**src/rtl/spi_xfer_if.sv**
```systemverilog
// spi_xfer_if: SPI-side FIFO port bundle between spi_xfer_ctrl (master) and the TX/RX FIFOs (slave).
interface spi_xfer_if #(parameter int DATA_W = 8);
  logic              tx_empty_i;
  logic [DATA_W-1:0] tx_data_i;
  logic              tx_r_en_o;
  logic              rx_full_i;
  logic [DATA_W-1:0] rx_data_o;
  logic              rx_w_en_o;
  modport master (input tx_empty_i, tx_data_i, rx_full_i, output tx_r_en_o, rx_data_o, rx_w_en_o);
  modport slave (output tx_empty_i, tx_data_i, rx_full_i, input tx_r_en_o, rx_data_o, rx_w_en_o);
endinterface

```
**src/rtl/spi_xfer_ctrl.sv**
```systemverilog
// spi_xfer_ctrl: SPI mode-0 MSB-first transfer sequencer between TX/RX FIFOs and the SPI pins.
// Define SPI_LOOPBACK_EN to let lpbk_i feed mosi_o back into the shifter.
module spi_xfer_ctrl #(
  parameter int DATA_W = 8,
  parameter int DIV_W  = 8
) (
  input  logic             clk_i,
  input  logic             rst_n,
  input  logic             en_i,
  input  logic [DIV_W-1:0] clk_div_i,
  spi_xfer_if.master       fifo,
  output logic             sclk_o,
  output logic             mosi_o,
  input  logic             miso_i,
  output logic             cs_n_o,
  output logic             busy_o,
  output logic             rx_ovf_o,
  input  logic             ovf_clr_i,
  input  logic             lpbk_i
);
  localparam logic [2:0] IDLE = 3'd0, LOAD = 3'd1, WAIT = 3'd2, SHIFT = 3'd3, DONE = 3'd4;
  localparam int BW = $clog2(DATA_W);
  logic [2:0]        state_q, state_d;
  logic [DATA_W-1:0] tx_q, tx_d, rx_q, rx_d;
  logic [DIV_W-1:0]  div_q, div_d, cnt_q, cnt_d;
  logic [BW-1:0]     bit_q, bit_d;
  logic              sclk_q, sclk_d, mosi_q, mosi_d, cs_n_q, cs_n_d, ovf_q, ovf_d;
  logic              sin, tick, more;
`ifdef SPI_LOOPBACK_EN
  assign sin = lpbk_i ? mosi_q : miso_i;
`else
  logic unused_lpbk;
  assign unused_lpbk = lpbk_i;
  assign sin = miso_i;
`endif
  assign tick = cnt_q == '0;
  assign more = en_i && !fifo.tx_empty_i;
  assign fifo.tx_r_en_o = state_q == LOAD;
  assign fifo.rx_w_en_o = state_q == DONE && !fifo.rx_full_i;
  assign fifo.rx_data_o = rx_q;
  assign sclk_o   = sclk_q;
  assign mosi_o   = mosi_q;
  assign cs_n_o   = cs_n_q;
  assign busy_o   = state_q != IDLE;
  assign rx_ovf_o = ovf_q;
  always_comb begin
    state_d = state_q;
    tx_d    = tx_q;
    rx_d    = rx_q;
    div_d   = div_q;
    cnt_d   = cnt_q;
    bit_d   = bit_q;
    sclk_d  = sclk_q;
    mosi_d  = mosi_q;
    cs_n_d  = cs_n_q;
    ovf_d   = (state_q == DONE && fifo.rx_full_i) || (ovf_q && !ovf_clr_i);
    case (state_q)
      IDLE: state_d = more ? LOAD : IDLE;
      LOAD: state_d = WAIT;
      WAIT: begin
        tx_d    = fifo.tx_data_i;
        div_d   = clk_div_i;
        cnt_d   = clk_div_i;
        bit_d   = '0;
        mosi_d  = fifo.tx_data_i[DATA_W-1];
        cs_n_d  = 1'b0;
        state_d = SHIFT;
      end
      SHIFT: begin
        cnt_d = tick ? div_q : cnt_q - 1'b1;
        if (tick) begin
          sclk_d = !sclk_q;
          // low->high samples, high->low advances to the next bit
          if (!sclk_q) rx_d = {rx_q[DATA_W-2:0], sin};
          else begin
            tx_d    = {tx_q[DATA_W-2:0], 1'b0};
            mosi_d  = tx_q[DATA_W-2];
            bit_d   = bit_q + 1'b1;
            state_d = bit_q == BW'(DATA_W-1) ? DONE : SHIFT;
          end
        end
      end
      DONE: begin
        state_d = more ? LOAD : IDLE;
        cs_n_d  = !more;
      end
      default: state_d = IDLE;
    endcase
  end
  always_ff @(posedge clk_i or negedge rst_n) begin
    if (!rst_n) begin
      state_q <= IDLE;
      tx_q    <= '0;
      rx_q    <= '0;
      div_q   <= '0;
      cnt_q   <= '0;
      bit_q   <= '0;
      sclk_q  <= 1'b0;
      mosi_q  <= 1'b0;
      cs_n_q  <= 1'b1;
      ovf_q   <= 1'b0;
    end else begin
      state_q <= state_d;
      tx_q    <= tx_d;
      rx_q    <= rx_d;
      div_q   <= div_d;
      cnt_q   <= cnt_d;
      bit_q   <= bit_d;
      sclk_q  <= sclk_d;
      mosi_q  <= mosi_d;
      cs_n_q  <= cs_n_d;
      ovf_q   <= ovf_d;
    end
  end
endmodule

```
**src/flat_wrapper.sv**
```systemverilog
// flat-port wrapper written by rule: the top's interface ports become plain ports
module spi_xfer_ctrl_flat 
#(
  parameter int DATA_W = 8,
  parameter int DIV_W  = 8
)
  (clk_i, rst_n, en_i, clk_div_i, sclk_o, mosi_o, miso_i, cs_n_o, busy_o, rx_ovf_o, ovf_clr_i, lpbk_i, fifo_tx_empty_i, fifo_tx_data_i, fifo_rx_full_i, fifo_tx_r_en_o, fifo_rx_data_o, fifo_rx_w_en_o);
  spi_xfer_if #(.DATA_W(DATA_W)) fifo_i ();
  input  logic clk_i;
  input  logic rst_n;
  input  logic en_i;
  input  logic [DIV_W-1:0] clk_div_i;
  output logic sclk_o;
  output logic mosi_o;
  input  logic miso_i;
  output logic cs_n_o;
  output logic busy_o;
  output logic rx_ovf_o;
  input  logic ovf_clr_i;
  input  logic lpbk_i;
  input wire logic [$bits(fifo_i.tx_empty_i)-1:0] fifo_tx_empty_i;
  input wire logic [$bits(fifo_i.tx_data_i)-1:0] fifo_tx_data_i;
  input wire logic [$bits(fifo_i.rx_full_i)-1:0] fifo_rx_full_i;
  output wire logic [$bits(fifo_i.tx_r_en_o)-1:0] fifo_tx_r_en_o;
  output wire logic [$bits(fifo_i.rx_data_o)-1:0] fifo_rx_data_o;
  output wire logic [$bits(fifo_i.rx_w_en_o)-1:0] fifo_rx_w_en_o;
  assign fifo_i.tx_empty_i = fifo_tx_empty_i;
  assign fifo_i.tx_data_i = fifo_tx_data_i;
  assign fifo_i.rx_full_i = fifo_rx_full_i;
  assign fifo_tx_r_en_o = fifo_i.tx_r_en_o;
  assign fifo_rx_data_o = fifo_i.rx_data_o;
  assign fifo_rx_w_en_o = fifo_i.rx_w_en_o;
  spi_xfer_ctrl #(.DATA_W(DATA_W), .DIV_W(DIV_W)) u_core (.clk_i(clk_i), .rst_n(rst_n), .en_i(en_i), .clk_div_i(clk_div_i), .fifo(fifo_i), .sclk_o(sclk_o), .mosi_o(mosi_o), .miso_i(miso_i), .cs_n_o(cs_n_o), .busy_o(busy_o), .rx_ovf_o(rx_ovf_o), .ovf_clr_i(ovf_clr_i), .lpbk_i(lpbk_i));
endmodule
```
**config.mk**
```make
export PLATFORM = sky130hd
export DESIGN_NAME = spi_xfer_ctrl_flat
export DESIGN_NICKNAME = d
export VERILOG_FILES = /design/src/rtl/spi_xfer_if.sv /design/src/rtl/spi_xfer_ctrl.sv /design/src/flat_wrapper.sv
export SDC_FILE = /design/constraint.sdc
export NUM_CORES = 1
export LEC_CHECK = 0
export ABC_AREA = 0
export CAP_MARGIN = 20
export CORE_AREA = 2 2 65 67
export CTS_BUF_LIST = sky130_fd_sc_hd__clkbuf_4 sky130_fd_sc_hd__clkbuf_8 sky130_fd_sc_hd__clkbuf_16
export CTS_CLUSTER_DIAMETER = 120
export DETAILED_ROUTE_END_ITERATION = 16
export DIE_AREA = 0 0 67 69
export GPL_TIMING_DRIVEN = 0
export PLACE_DENSITY = 0.82
export SLEW_MARGIN = 20
export SYNTH_ARGS = -nofsm -noshare
export SYNTH_HDL_FRONTEND = slang
export SYNTH_SLANG_ARGS = --single-unit
```
**constraint.sdc**
```tcl
create_clock -name clk_i -period 4.6 [get_ports clk_i]
set_input_delay 0.92 -clock clk_i [delete_from_list [all_inputs] [get_ports clk_i]]
set_output_delay 0.92 -clock clk_i [all_outputs]
set_load 0.01 [all_outputs]
```
=== Word level (Yosys, flattened, before mapping) ===
Cells that the tools add are included.

* Bits in registers: 41
* Input bits: 24
* Output and inout bits: 15

* Add/sub/neg operators: 2
* Eq/ne operators: 7
* Multiplexer cells: 17
* Bitwise gates (word level): 1
* Reductions and logical operators: 20

{| class="wikitable"
|+ Operator list
! cell !! count
|-
| $pmux 8 s2 || 1
|-
| $mux 3 || 5
|-
| $mux 7 || 2
|-
| $pmux 7 s2 || 1
|-
| $pmux 3 s4 || 1
|-
| $logic_not 8->1 || 1
|-
| $mux 8 || 1
|-
| $sub 8x1->8 const B || 1
|-
| $eq 3x2->1 const B || 2
|-
| $eq 3x3->1 const B || 2
|-
| $pmux 3 s2 || 1
|-
| $reduce_and 3->1 || 2
|-
| $logic_not 1->1 || 5
|-
| $logic_and 1x1->1 || 4
|-
| $ne 2x1->1 const B || 2
|-
| $pmux 1 s2 || 2
|-
| $reduce_and 2->1 || 2
|-
| $reduce_bool 2->1 || 2
|-
| $add 3x1->3 const B || 1
|-
| $eq 3x1->1 const B || 1
|-
| $logic_not 3->1 || 1
|-
| $mux 1 || 3
|-
| $reduce_bool 3->1 || 1
|-
| $reduce_or 2->1 || 1
|-
| other kinds (2) || 2
|}

=== Depth between registers and ports, before layout ===
* Depth after elaboration: 5
* Mapped depth: 9

=== Least setup slack after synthesis ===
OpenSTA, ideal clock, no wires.

* Kind: register to register
* From: register u_core.cnt_q[0]
* To: register u_core.rx_q[0], in the netlist u_core.fifo.rx_data_o[0]
* Library setup time: 0.125 ns
* Arrival time: 2.394 ns
* Path slack: 2.081 ns
* Stages on the path, launching flop included: 10
* Clock period less this slack: 2.519 ns
* Path through: dfrtp_1 > inv_1 > ha_1 > or3b_2 > clkbuf_1 > or2_1 > buf_6 > or3_1 > buf_6 > mux2_4

* Cells in the longest elaborated chain, start to end: 2

{| class="wikitable"
|+ Ends and longest elaborated chain
! what !! line !! source
|-
| start, declared || spi_xfer_ctrl.sv:25 || <nowiki>logic [DIV_W-1:0] div_q, div_d, cnt_q, cnt_d;</nowiki>
|-
| start signal, assigned || spi_xfer_ctrl.sv:107 || <nowiki>cnt_q <= cnt_d;</nowiki>
|-
| $logic_not 8->1 || spi_xfer_ctrl.sv:36 || <nowiki>assign tick = cnt_q == '0;</nowiki>
|-
| $reduce_and 3->1 (no line) || n/a ||
|-
| end signal, assigned || spi_xfer_ctrl.sv:105 || <nowiki>rx_q <= rx_d;</nowiki>
|-
| end, declared || spi_xfer_ctrl.sv:24 || <nowiki>logic [DATA_W-1:0] tx_q, tx_d, rx_q, rx_d;</nowiki>
|}

Every way passes these cells.
A chain may end at the register's enable or synchronous reset.

=== Worst setup path in the final report ===
* From: input fifo_rx_full_i
* To: output fifo_rx_w_en_o

* Cells in the longest elaborated chain, start to end: 2

{| class="wikitable"
|+ Ends and longest elaborated chain
! what !! line !! source
|-
| start, declared || flat_wrapper.sv:23 || <nowiki>input wire logic [$bits(fifo_i.rx_full_i)-1:0] fifo_rx_full_i;</nowiki>
|-
| $logic_not 1->1 || spi_xfer_ctrl.sv:39 || <nowiki>assign fifo.rx_w_en_o = state_q == DONE && !fifo.rx_full_i;</nowiki>
|-
| $logic_and 1x1->1 || spi_xfer_ctrl.sv:39 ||
|-
| end, declared || flat_wrapper.sv:26 || <nowiki>output wire logic [$bits(fifo_i.rx_w_en_o)-1:0] fifo_rx_w_en_o;</nowiki>
|}

Every way passes these cells.

==> qor.csv <==
stage;metric;value;unit
clock_network;holdBufCountCts;0;
worst_setup_path;end_kind;output port;
finish;diodes;0;
global_route;use_met2;32.1;%
power;total_power;1100;uW
global_route;use_met3;5.87;%
yosys;synthMuxAreaShare;12.3;%
run;maxCapViolations;0;
worst_hold_path;min-delay-start;u_core.cs_n_o;
yosys;synth_xor_area_share;0.839;%
timing;fin_tns_setup;0;ps
clock_network;h-tree-depth;2;
worst_hold_path;holdPathEnd;u_core.cs_n_o;
worst_hold_path;min_path_type;register to register;
timing;slew_violations;0;
routing;wl_per_cell;14.7;um
yosys;yosysMostFrequentCell;dfrtp_1;
clock_network;clock_latency;300;ps
floorplan;die_h;69;um
routing;routed_wl;4430;um
global_route;grt_pass1_wl;7540;um
finish;synthToLayoutAreaGrowth;27.2;%
yosys;postSynthCellCount;205;
yosys;synth_top_family_by_area;compound AO/OA/AOI/OAI gates;
worst_setup_path;start_kind;input port;
global_route;use_met1;28.6;%
floorplan;rows;23;
global_route;grt-busiest-layer;met2;
finish;post-route-util;67.9;%
yosys;synthTopCellsByCount;dfrtp_1, a21oi_1, o21ai_0;
timing;final_hold_viol_count;0;
power;power_density;413;nW/um^2
routing;ant_nets;0;
floorplan;die_w;67;um
yosys;ys_warn_count;0;
worst_setup_path;worstRegToRegCells;9;
yosys;yosys.area_share.simple;11.4;%
clock_network;cts_tree;yes;
power;comb_power_share;26.1;%
placed_design;port_buffers;37;
routing;dr.pass1.iters;4;
floorplan;io_pins;39;
power;leakage;0.00111;uW
finish;drive_gt1_share;13.1;%
routing;drc;0;
routing;drtIter0Drc;120;
yosys;ys_seq_area_share;49.2;%
power;swShare;30.8;%
timing;setup_viol;0;
yosys;synth_edf_count;0;
worst_setup_path;cp.required;3680;ps
floorplan;core_area;3910;sq um
global_route;overflow;0;
yosys;postSynth.asyncResetShare;100;%
power;p_seq_share;45.9;%
placed_design;hpwl;3170;um
clock_network;clock_sinks;41;
floorplan;start_util;53.4;%
timing;clock_skew;11.8;ps
clock_network;cts_made_buffers;5;
clock_network;cts.repair.resized;0;
global_route;grt_use_total;21.3;%
worst_setup_path;rrSetupSlack;1840;ps
yosys;ys_ff_latch;41;
finish;multiInputGateArea;951;sq um
clock_network;path_clk_slew;80;ps
yosys;synth_area_per_cell;10.2;sq um
status;status;finished clean;
placed_design;gp_congestion;0.813;
worst_hold_path;whs_path_depth;2;
timing;fmax;0.343;GHz
worst_setup_path;crit_type;input port to output port;
floorplan;die-area;4620;sq um
power;clock_power_share;27.9;%
power;switching_power;338;uW
power;p_int;760;uW
clock_network;cts_setup_buffers;0;
global_route;grt_max_degree;27;
timing;rsz0062_at_grt;false;
power;peakVddDrop;210;uV
clock_network;root_buffer;clkbuf_8;
yosys;syn-cell-area;2090;sq um
routing;viasPerCell;5.50;
worst_setup_path;cp_max_fo;2;
timing;worstMarginPinSlew;657;ps
worst_setup_path;reg2reg_from;u_core.cnt_q[0];
yosys;synth_area_leaders;dfrtp_1, a21oi_1, mux2_4;
global_route;grt_pass1_vias;1629;
routing;vias;1657;
yosys;synthFlopType;dfrtp_1;
finish;nets;278;
timing;min_period_over_period;63.5;%
yosys;yosysTopAreaCell;dfrtp_1;
yosys;synth_top_area_share;47.9;%
clock_network;clk_path_buf_depth;2;
timing;slew_headroom;56.0;%
finish;seq_area;1030;sq um
finish;fillers;318;
worst_setup_path;arrival;2000;ps
timing;finalCriticalPeriod;2920;ps
yosys;synthAdderAreaFrac;2.40;%
yosys;synth_cell_types;39;
yosys;synth-compound-area-share;18.6;%
global_route;antenna_found_initial;0;
worst_setup_path;timing.rr.end;u_core.fifo.rx_data_o[1];
yosys;synthesis.nets;233;
-- per-layer routing --
metal,vias to the layer above,share of wire (%)
met5,-,0
met4,0,1.9
met3,8,3.4
met2,27,47
met1,797,47
li1,825,-
-- power groups by stage --
stage | Clock [uW] | Combinational, uW | Sequential, uW
6_report | 307 | 287 | 504
5_1_grt | 328 | 322 | 515
4_1_cts | 314 | 290 | 502
3_5_place_dp | 0 | 289 | 508
3_3_place_gp | 0 | 279 | 505
2_1_floorplan | 0 | 189 | 496
-- final cells by class --
type                    count  area share (%)
repair buffers             38            14.5
inverters                  12            1.70
flip-flops and latches     41            38.7
clock inverters             2            1.41
multi-input cells         139            35.8
clock buffers               6            3.11
plain buffers              13            2.45
well taps                  50            2.36
-- cells by family (layout without fill, tap and decap cells) --
| logic type | after synthesis | in the layout |
|---|---|---|
| flip-flops | 41 | 41 |
| AND/OR/NAND/NOR | 45 | 45 |
| AO/OA/AOI/OAI | 67 | 67 |
| XOR/XNOR | 2 | 2 |
| adder cells (fa/ha/maj) | 4 | 4 |
| multiplexers | 21 | 21 |
| buffers and inverters | 25 | 71 |
-- metrics by stage --
stage               setup WS [ps]  area, sq um  std cells  hold slack [ps]
floorplan                    2080         2090        205              475
global placement             1580         2520        292              468
finish                       1680         2660        301              480
global route                 1620         2660        301              515
CTS                          1660         2660        301              489
detailed placement           1670         2540        293              476
-- placed cells by master, fill, tap and decap left out, types with 6 or more instances in the layout --
master	netlist	routed
dfrtp_1	40	40
clkdlybuf4s50_1	0	36
a21oi_1	24	24
o21ai_0	20	20
inv_1	12	12
nand2_1	11	11
clkbuf_1	10	10
nor2_1	9	9
mux2_4	8	8
nor3_1	7	7
a22oi_1	7	7
mux2i_1	7	7
mux2_2	6	6
clkbuf_8	0	6
-- worst max-delay path, stage by stage --
cell and delay [ps]:
clkdlybuf4s50_1 420, nor2_1 120, clkdlybuf4s50_1 540
-- registers in the layout, indices dropped and copies added (netlist names) --
signal	count
u_core.mosi_o	1
u_core.cs_n_o	1
u_core.sclk_o	1
u_core.fifo.rx_data_o	8
u_core.tx_q	7
u_core.state_q	3
u_core.bit_q	3
u_core.cnt_q	8
u_core.div_q	8
u_core.rx_ovf_o	1
-- how the worst max path moves through the flow --
stage | from | cells after the start | slack, ps | endpoint
after floorplan | u_core.cnt_q[0] | 9 | 2080 | u_core.fifo.rx_data_o[0]
after global placement | rst_n | 1 | 1580 | u_core.fifo.rx_data_o[7]
after detailed placement | fifo_rx_full_i | 3 | 1670 | fifo_rx_w_en_o
after CTS | fifo_rx_full_i | 3 | 1660 | fifo_rx_w_en_o
after global routing | u_core.state_q[0] | 5 | 1620 | fifo_rx_w_en_o
final | fifo_rx_full_i | 3 | 1680 | fifo_rx_w_en_o
(Power assumes the default switching activity.)
